[config.mk]
export PLATFORM = sky130hd
export DESIGN_NAME = sort_job_sequencer
export DESIGN_NICKNAME = d
export VERILOG_FILES = /design/src/rtl/sort_pkg.sv /design/src/rtl/sort_watchdog.sv /design/src/rtl/sort_job_sequencer.sv
export SDC_FILE = /design/constraint.sdc
export NUM_CORES = 1
export LEC_CHECK = 0
export BUFFER_PORTS_ARGS = -buffer_cell sky130_fd_sc_hd__buf_2
export CAP_MARGIN = 20
export CORE_MARGIN = 3
export CORE_UTILIZATION = 44
export DETAILED_ROUTE_END_ITERATION = 12
export PLACE_DENSITY = 0.84
export SLEW_MARGIN = 20
export SYNTH_ARGS = -nofsm -noshare
export SYNTH_HDL_FRONTEND = slang
export SYNTH_SLANG_ARGS = --single-unit
[constraint.sdc]
create_clock -name clk -period 3.8 [get_ports clk]
set_clock_uncertainty 0.05 [all_clocks]
set_input_delay 0 -clock clk [delete_from_list [all_inputs] [get_ports clk]]
set_output_delay 0 -clock clk [all_outputs]
set_load 0.02 [all_outputs]
[src/rtl/sort_pkg.sv]
// rtl/sort_pkg.sv - shared state encoding and default sizing for the sort job sequencer
package sort_pkg;

  typedef enum logic [1:0] {
    LOAD,
    KICK,
    SORT,
    DRAIN
  } state_t;

  localparam int DW_DEF          = 8;
  localparam int DEPTH_DEF       = 8;
  localparam int AW_DEF          = 3;
  localparam int TIMEOUT_CYC_DEF = 1023;

endpackage

[src/rtl/sort_watchdog.sv]
// rtl/sort_watchdog.sv - SORT-phase cycle counter; expire flags the LIMIT-th enabled cycle
module sort_watchdog #(
  parameter int LIMIT = 1023
) (
  input  logic clk,
  input  logic rst,
  input  logic clear,
  input  logic en,
  output logic expire
);

  localparam int CW = $clog2(LIMIT + 1);

  logic [CW-1:0] count;

  always_ff @(posedge clk) begin
    if (rst || clear) begin
      count <= '0;
    end else if (en) begin
      count <= count + 1'b1;
    end
  end

  // count holds the number of already-completed enabled cycles
  assign expire = en && (count == CW'(LIMIT - 1));

endmodule

[src/rtl/sort_job_sequencer.sv]
// rtl/sort_job_sequencer.sv - load/kick/sort/drain job FSM and single-port RAM mux for the sorter
// Optional WATCHDOG_EN adds a SORT timeout that forces DRAIN and raises sticky sort_err.
module sort_job_sequencer
  import sort_pkg::*;
#(
  parameter int DW          = DW_DEF,
  parameter int DEPTH       = DEPTH_DEF,
  parameter int AW          = AW_DEF,
  parameter int TIMEOUT_CYC = TIMEOUT_CYC_DEF
) (
  input  logic          clk,
  input  logic          rst,
  input  logic          in_valid,
  output logic          in_ready,
  input  logic [DW-1:0] in_data,
  output logic          out_valid,
  input  logic          out_ready,
  output logic [DW-1:0] out_data,
  output logic          job_done,
  output logic          busy,
  output logic          sort_err,
  output logic          srt_start,
  input  logic          srt_done,
  input  logic [AW-1:0] srt_addr,
  input  logic          srt_wr,
  input  logic [DW-1:0] srt_wdata,
  output logic [DW-1:0] srt_rdata,
  output logic [AW-1:0] mem_addr,
  output logic          mem_wr,
  output logic [DW-1:0] mem_wdata,
  input  logic [DW-1:0] mem_rdata
);

  localparam logic [AW-1:0] LAST = AW'(DEPTH - 1);

  state_t        state;
  logic [AW-1:0] wr_ptr;
  logic [AW-1:0] rd_ptr;
  logic          armed;
  logic          wd_expire;

`ifdef WATCHDOG_EN
  sort_watchdog #(
    .LIMIT(TIMEOUT_CYC)
  ) u_watchdog (
    .clk   (clk),
    .rst   (rst),
    .clear (state == KICK),
    .en    (state == SORT),
    .expire(wd_expire)
  );
`else
  assign wd_expire = 1'b0;
  assign sort_err  = 1'b0;
`endif

  // Exactly one agent owns the RAM port per state; sorter writes never leak into LOAD/DRAIN
  always_comb begin
    mem_addr  = '0;
    mem_wr    = 1'b0;
    mem_wdata = '0;
    unique case (state)
      LOAD: begin
        mem_addr  = wr_ptr;
        mem_wr    = in_valid;
        mem_wdata = in_data;
      end
      KICK, SORT: begin
        mem_addr  = srt_addr;
        mem_wr    = srt_wr;
        mem_wdata = srt_wdata;
      end
      DRAIN: begin
        mem_addr = rd_ptr;
      end
      default: ;
    endcase
  end

  assign srt_rdata = mem_rdata;
  assign out_data  = out_valid ? mem_rdata : '0;
  assign job_done  = out_valid && out_ready && (rd_ptr == LAST);

  always_ff @(posedge clk) begin
    if (rst) begin
      state     <= LOAD;
      wr_ptr    <= '0;
      rd_ptr    <= '0;
      armed     <= 1'b0;
      in_ready  <= 1'b1;
      out_valid <= 1'b0;
      busy      <= 1'b0;
      srt_start <= 1'b0;
`ifdef WATCHDOG_EN
      sort_err  <= 1'b0;
`endif
    end else begin
      unique case (state)
        LOAD: begin
          if (in_valid) begin
            if (wr_ptr == LAST) begin
              wr_ptr    <= '0;
              state     <= KICK;
              in_ready  <= 1'b0;
              busy      <= 1'b1;
              srt_start <= 1'b1;
`ifdef WATCHDOG_EN
              sort_err  <= 1'b0;
`endif
            end else begin
              wr_ptr <= wr_ptr + 1'b1;
            end
          end
        end
        KICK: begin
          srt_start <= 1'b0;
          armed     <= 1'b0;
          state     <= SORT;
        end
        SORT: begin
          // A done level still high from the previous job is ignored until it drops once
          if (!srt_done) begin
            armed <= 1'b1;
          end
          if ((armed && srt_done) || wd_expire) begin
            state     <= DRAIN;
            busy      <= 1'b0;
            out_valid <= 1'b1;
`ifdef WATCHDOG_EN
            if (wd_expire) begin
              sort_err <= 1'b1;
            end
`endif
          end
        end
        DRAIN: begin
          if (out_ready) begin
            if (rd_ptr == LAST) begin
              rd_ptr    <= '0;
              state     <= LOAD;
              out_valid <= 1'b0;
              in_ready  <= 1'b1;
            end else begin
              rd_ptr <= rd_ptr + 1'b1;
            end
          end
        end
        default: state <= LOAD;
      endcase
    end
  end

endmodule

* After elaboration in Yosys (flattened, before gate mapping)
Index checks and enable logic that the tools add are counted.
Widths: inputs -> output; s select.
** Cells by class
- $add $sub $neg :: 2
- Eq/ne operators :: 11
- Mux-type cells :: 28
- Reductions and logical operators :: 18
** Operator list (count)
- $pmux 8 s2 :: 1
- $ne 2x2->1 const B :: 6
- $pmux 1 s2 :: 6
- $mux 1 :: 11
- $mux 2 :: 5
- $reduce_and 5->1 :: 2
- $reduce_bool 2->1 :: 5
- $pmux 3 s3 :: 1
- $mux 8 :: 1
- $pmux 2 s4 :: 1
- $reduce_and 4->1 :: 2
- $add 3x1->3 const B :: 2
- $eq 3x3->1 const B :: 2
- $mux 3 :: 2
- $reduce_and 2->1 :: 3
- $eq 2x2->1 const B :: 2
- $logic_and 1x1->1 :: 3
- $reduce_and 3->1 :: 1
- $eq 2x1->1 const B :: 1
- $logic_not 2->1 :: 1
- $reduce_or 2->1 :: 1
** Storage, ports and cells
- Register bits after elaboration :: 13
- Output and inout port bits :: 34

* Logic depth before layout (Yosys ltp)
- Depth after elaboration :: 4
- Depth in mapped cells :: 6
- Mapped depth without buffers :: 5

* Worst setup path after synthesis
OpenSTA, ideal clock, no wires.
- Path kind :: reg2out
- Start :: register state[0]
- End :: output mem_addr[2]
- Data arrival time :: 1502 ps
- Required time :: 3750 ps
- Path slack :: 2248 ps
- Stages on the path, launching flop included :: 6
- Cells stage by stage :: dfxtp_1 inv_1 ha_1 buf_2 a22oi_1 o21ai_0
** Between the ends
- Word-level cells in the longest chain between the ends :: 3
- Elaborated cells between the ends (all ways) :: 6
- Classes of those cells :: eq/ne (3); mux (1); reduce/logical (2)
** Ends and longest elaborated chain
- start, declared :: line sort_job_sequencer.sv:36 : state_t state;
- start signal, assigned :: line sort_job_sequencer.sv:86 : state <= LOAD;
- start signal, assigned :: line sort_job_sequencer.sv:103 : state <= KICK;
- start signal, assigned :: line sort_job_sequencer.sv:118 : state <= SORT;
- $eq 2x2->1 / $eq 2x1->1 (equally long branches) :: line sort_job_sequencer.sv:62 : unique case (state)
- $reduce_or 2->1 :: line sort_job_sequencer.sv:62
- $pmux 3 s3 * :: line sort_job_sequencer.sv:62
- end, declared :: line sort_job_sequencer.sv:28 : output logic [AW-1:0] mem_addr,
Mark *: on every way between the ends. The rest lies on a longest branch, timed or not.

* Worst setup path after layout
- Start :: register state[0]
- End :: output mem_wr
** Between the ends
- Word-level cells in the longest chain between the ends :: 3
- Elaborated cells between the ends (all ways) :: 5
- Classes of those cells :: eq/ne (2); mux (1); reduce/logical (2)
** Ends and longest elaborated chain
- $eq 2x2->1 / $eq 2x1->1 (equally long branches) :: line sort_job_sequencer.sv:62
- $reduce_or 2->1 :: line sort_job_sequencer.sv:62
- $pmux 1 s2 * :: line sort_job_sequencer.sv:62
- end, declared :: line sort_job_sequencer.sv:29 : output logic mem_wr,
Marked as above.

==> metrics <==
outcome=complete, no violations; final core occ=64.0%; setup ws final=1.79 ns; reg2reg path depth=5; Die ar.=2840 um2; Ys Warns=0; GRT Total Usage=19.4%; Slew HR=56.2%; clk buf depth=2; fin nets=226; Die Wd=53.3 um; worst min-delay path class=in -> out; DR DRC count=0; DR pass1 iterations=4; DP Worst Slack=1.88 ns; Max FO, Critical Path=21; vias per cell=5.12; RSZ-0062 raised after global routing=no; clock latency at the later pin of the worst-skew pair=0.28 ns; max_cap viols=0; leading area contributor after synthesis=dfxtp_1; vias in the first global route=982; TritonCTS clock tree=yes; Final GP Congestion=0.813; synthesized netlist cell count=126; busiest grt layer=met2; largest net degree at the start of global routing=22; Final Cycle Share=52.9%; post-DP HPWL=2090 um; H-tree Lvls=1; setup violators final=0; Worst-path clk slew=0.09 ns; die height=53.3 um; Synth area leaders=dfxtp_1 (26%), ha_1 (11%), a22oi_1 (8.4%), buf_4 (7.6%), nor2_1 (5.3%); core area=2040 um2; total number of vias=1075; GRT overflow=0; setup_tns=0 ns; Synth Register Bits=13; first-pass GRT wire length=4130 um; Peak VDD IR=237 uV; # diodes=0; Slew Viols, Final=0; leak pwr=0.000686 uW; DP Area=1240 um2; met1 Use GR=22.7%; crit-path cells=inv_1 -> ha_1 -> nand2_1 -> a21oi_1 -> buf_2; M3 GR Usage=4.23%; CP Capture Type=output port; share of layout cells above drive strength 1=38.8%; Rows=16; Worst EP required=3.75 ns; post_cts resized=0; average routed wire per standard cell=12.6 um; Port-buffer cells=65; Syn Nets=168; CTS sink count=13; crit path kind=reg -> out; startpoint types=register; routed wire length=2660 um; Num CTS Buffers=3; Synth-to-Final Area Change=33.0%; M2 GR Usage=35.5%; Worst-Margin Slew=0.656 ns; pwr dens=227 nW/um2; antenna viol nets, final=0; Tmin final=2.01 ns; CP arrival=1.96 ns; slowest CP cell=ha_1; Min-Delay Path Depth=2; fillcell total=183; Ports=67; register area share after synthesis=26.5%; Fin. Hold Viols=0; Crit path largest cell delay=0.59 ns; synthesized area per cell=7.81 um2; f_max=497 MHz; Cell Area, Synth=983 um2; Final Cell Area=1310 um2; root buffer cell=clkbuf_4; Yosys cell types=27; antenna violations before repair=0; starting density of the core=48.2%; Yosys top cell area share=26.5%; Starting DRT DRC Count=20
## power by group
| part | leakage (uW) | internal (uW) | switching [uW] |
|---|---|---|---|
| Clock | 0.0000150 | 40.8 | 49.7 |
| Sequential | 0.000105 | 138 | 1.84 |
| Combinational | 0.000566 | 29.3 | 36.8 |
| Total | 0.000686 | 208 | 88.3 |
## repair_timing
action                                 CTS  global route
endpoints found under the hold margin    6             0
buffers inserted                         0             0
hold buffers                             4             0
## worst max-delay path, delay by kind of cell (launching register included)
family	cells	cell delay, ns
flops	1	0.36
buf+inv	2	0.30
fa+ha+maj	1	0.59
simple gates	1	0.24
compound gates	1	0.18
## cell families after synthesis
group | Yosys count | synth area share (%)
and+or+nand+nor | 46 | 23.2
AOI/OAI and AO/OA | 35 | 24.0
buffers and inverters | 19 | 11.4
DFF | 13 | 26.5
adders and majority gates | 9 | 11.5
muxes | 3 | 3.05
other | 1 | 0.381
## synthesized netlist by cell type
cell type  count
and2_1         8
ha_1           9
a21boi_0       1
nand2_2        1
buf_1          1
buf_4         10
and3_2         1
a211oi_1       1
o21ai_0        6
a22oi_1       11
a21boi_1       1
a21o_1         3
nand4b_1       2
mux2i_1        3
a32oi_1        1
a211o_1        2
nand3_1        5
nor2_1        14
nand2_1       10
dfxtp_1       13
buf_2          3
nand2b_1       5
a21oi_1        8
inv_1          3
conb_1         1
clkbuf_1       2
a211oi_2       1
## flip-flops by register name, summed over array words and instances, names as in the netlist
name	cells
busy	1
wr_ptr	3
rd_ptr	3
srt_start	1
armed	1
in_ready	1
state	2
out_valid	1
## cells in the final DEF (no fill, tap or decap), drive strengths merged, types with 2 or more instances in the layout
master,n
a211o,2
a211oi,2
a21boi,2
a21o,3
a21oi,8
a22oi,11
and2,8
buf,65
clkbuf,4
dfxtp,13
dlygate4sd3,4
ha,9
inv,3
mux2i,3
nand2,11
nand2b,5
nand3,5
nand4b,2
nor2,14
o21ai,6
## through the flow
step,cells,power [uW],hold WS (ns)
final,210,297,0.179
after detailed placement,202,206,0.182
after CTS,210,298,0.182
after global placement,202,204,0.179
after floorplan,126,181,0.0146
after global routing,210,309,0.192
## layer usage
layer  up-vias  wire (um)
li1        548          -
met1       493       1110
met2        32       1410
met3         2        125
met4         0         14
met5         -          0
## layout make-up
class	instances	area [um2]	area share, %
well taps	27	33.8	2.58
inverters	3	11.3	0.861
clock buffers	4	26.3	2.01
flip-flops and latches	13	260	19.9
multi-input cells	94	611	46.7
repair buffers	69	365	27.9
## path summary, 6_finish.rpt
path	start	slack, ns	to
worst max-delay path	state[0]	1.79	mem_wr
worst max register to register	state[0]	1.83	in_ready
worst min register to register	wr_ptr[1]	0.43	wr_ptr[1]
worst min-delay path	mem_rdata[5]	0.18	srt_rdata[5]
Note: power is estimated with default switching activity, not from simulation.
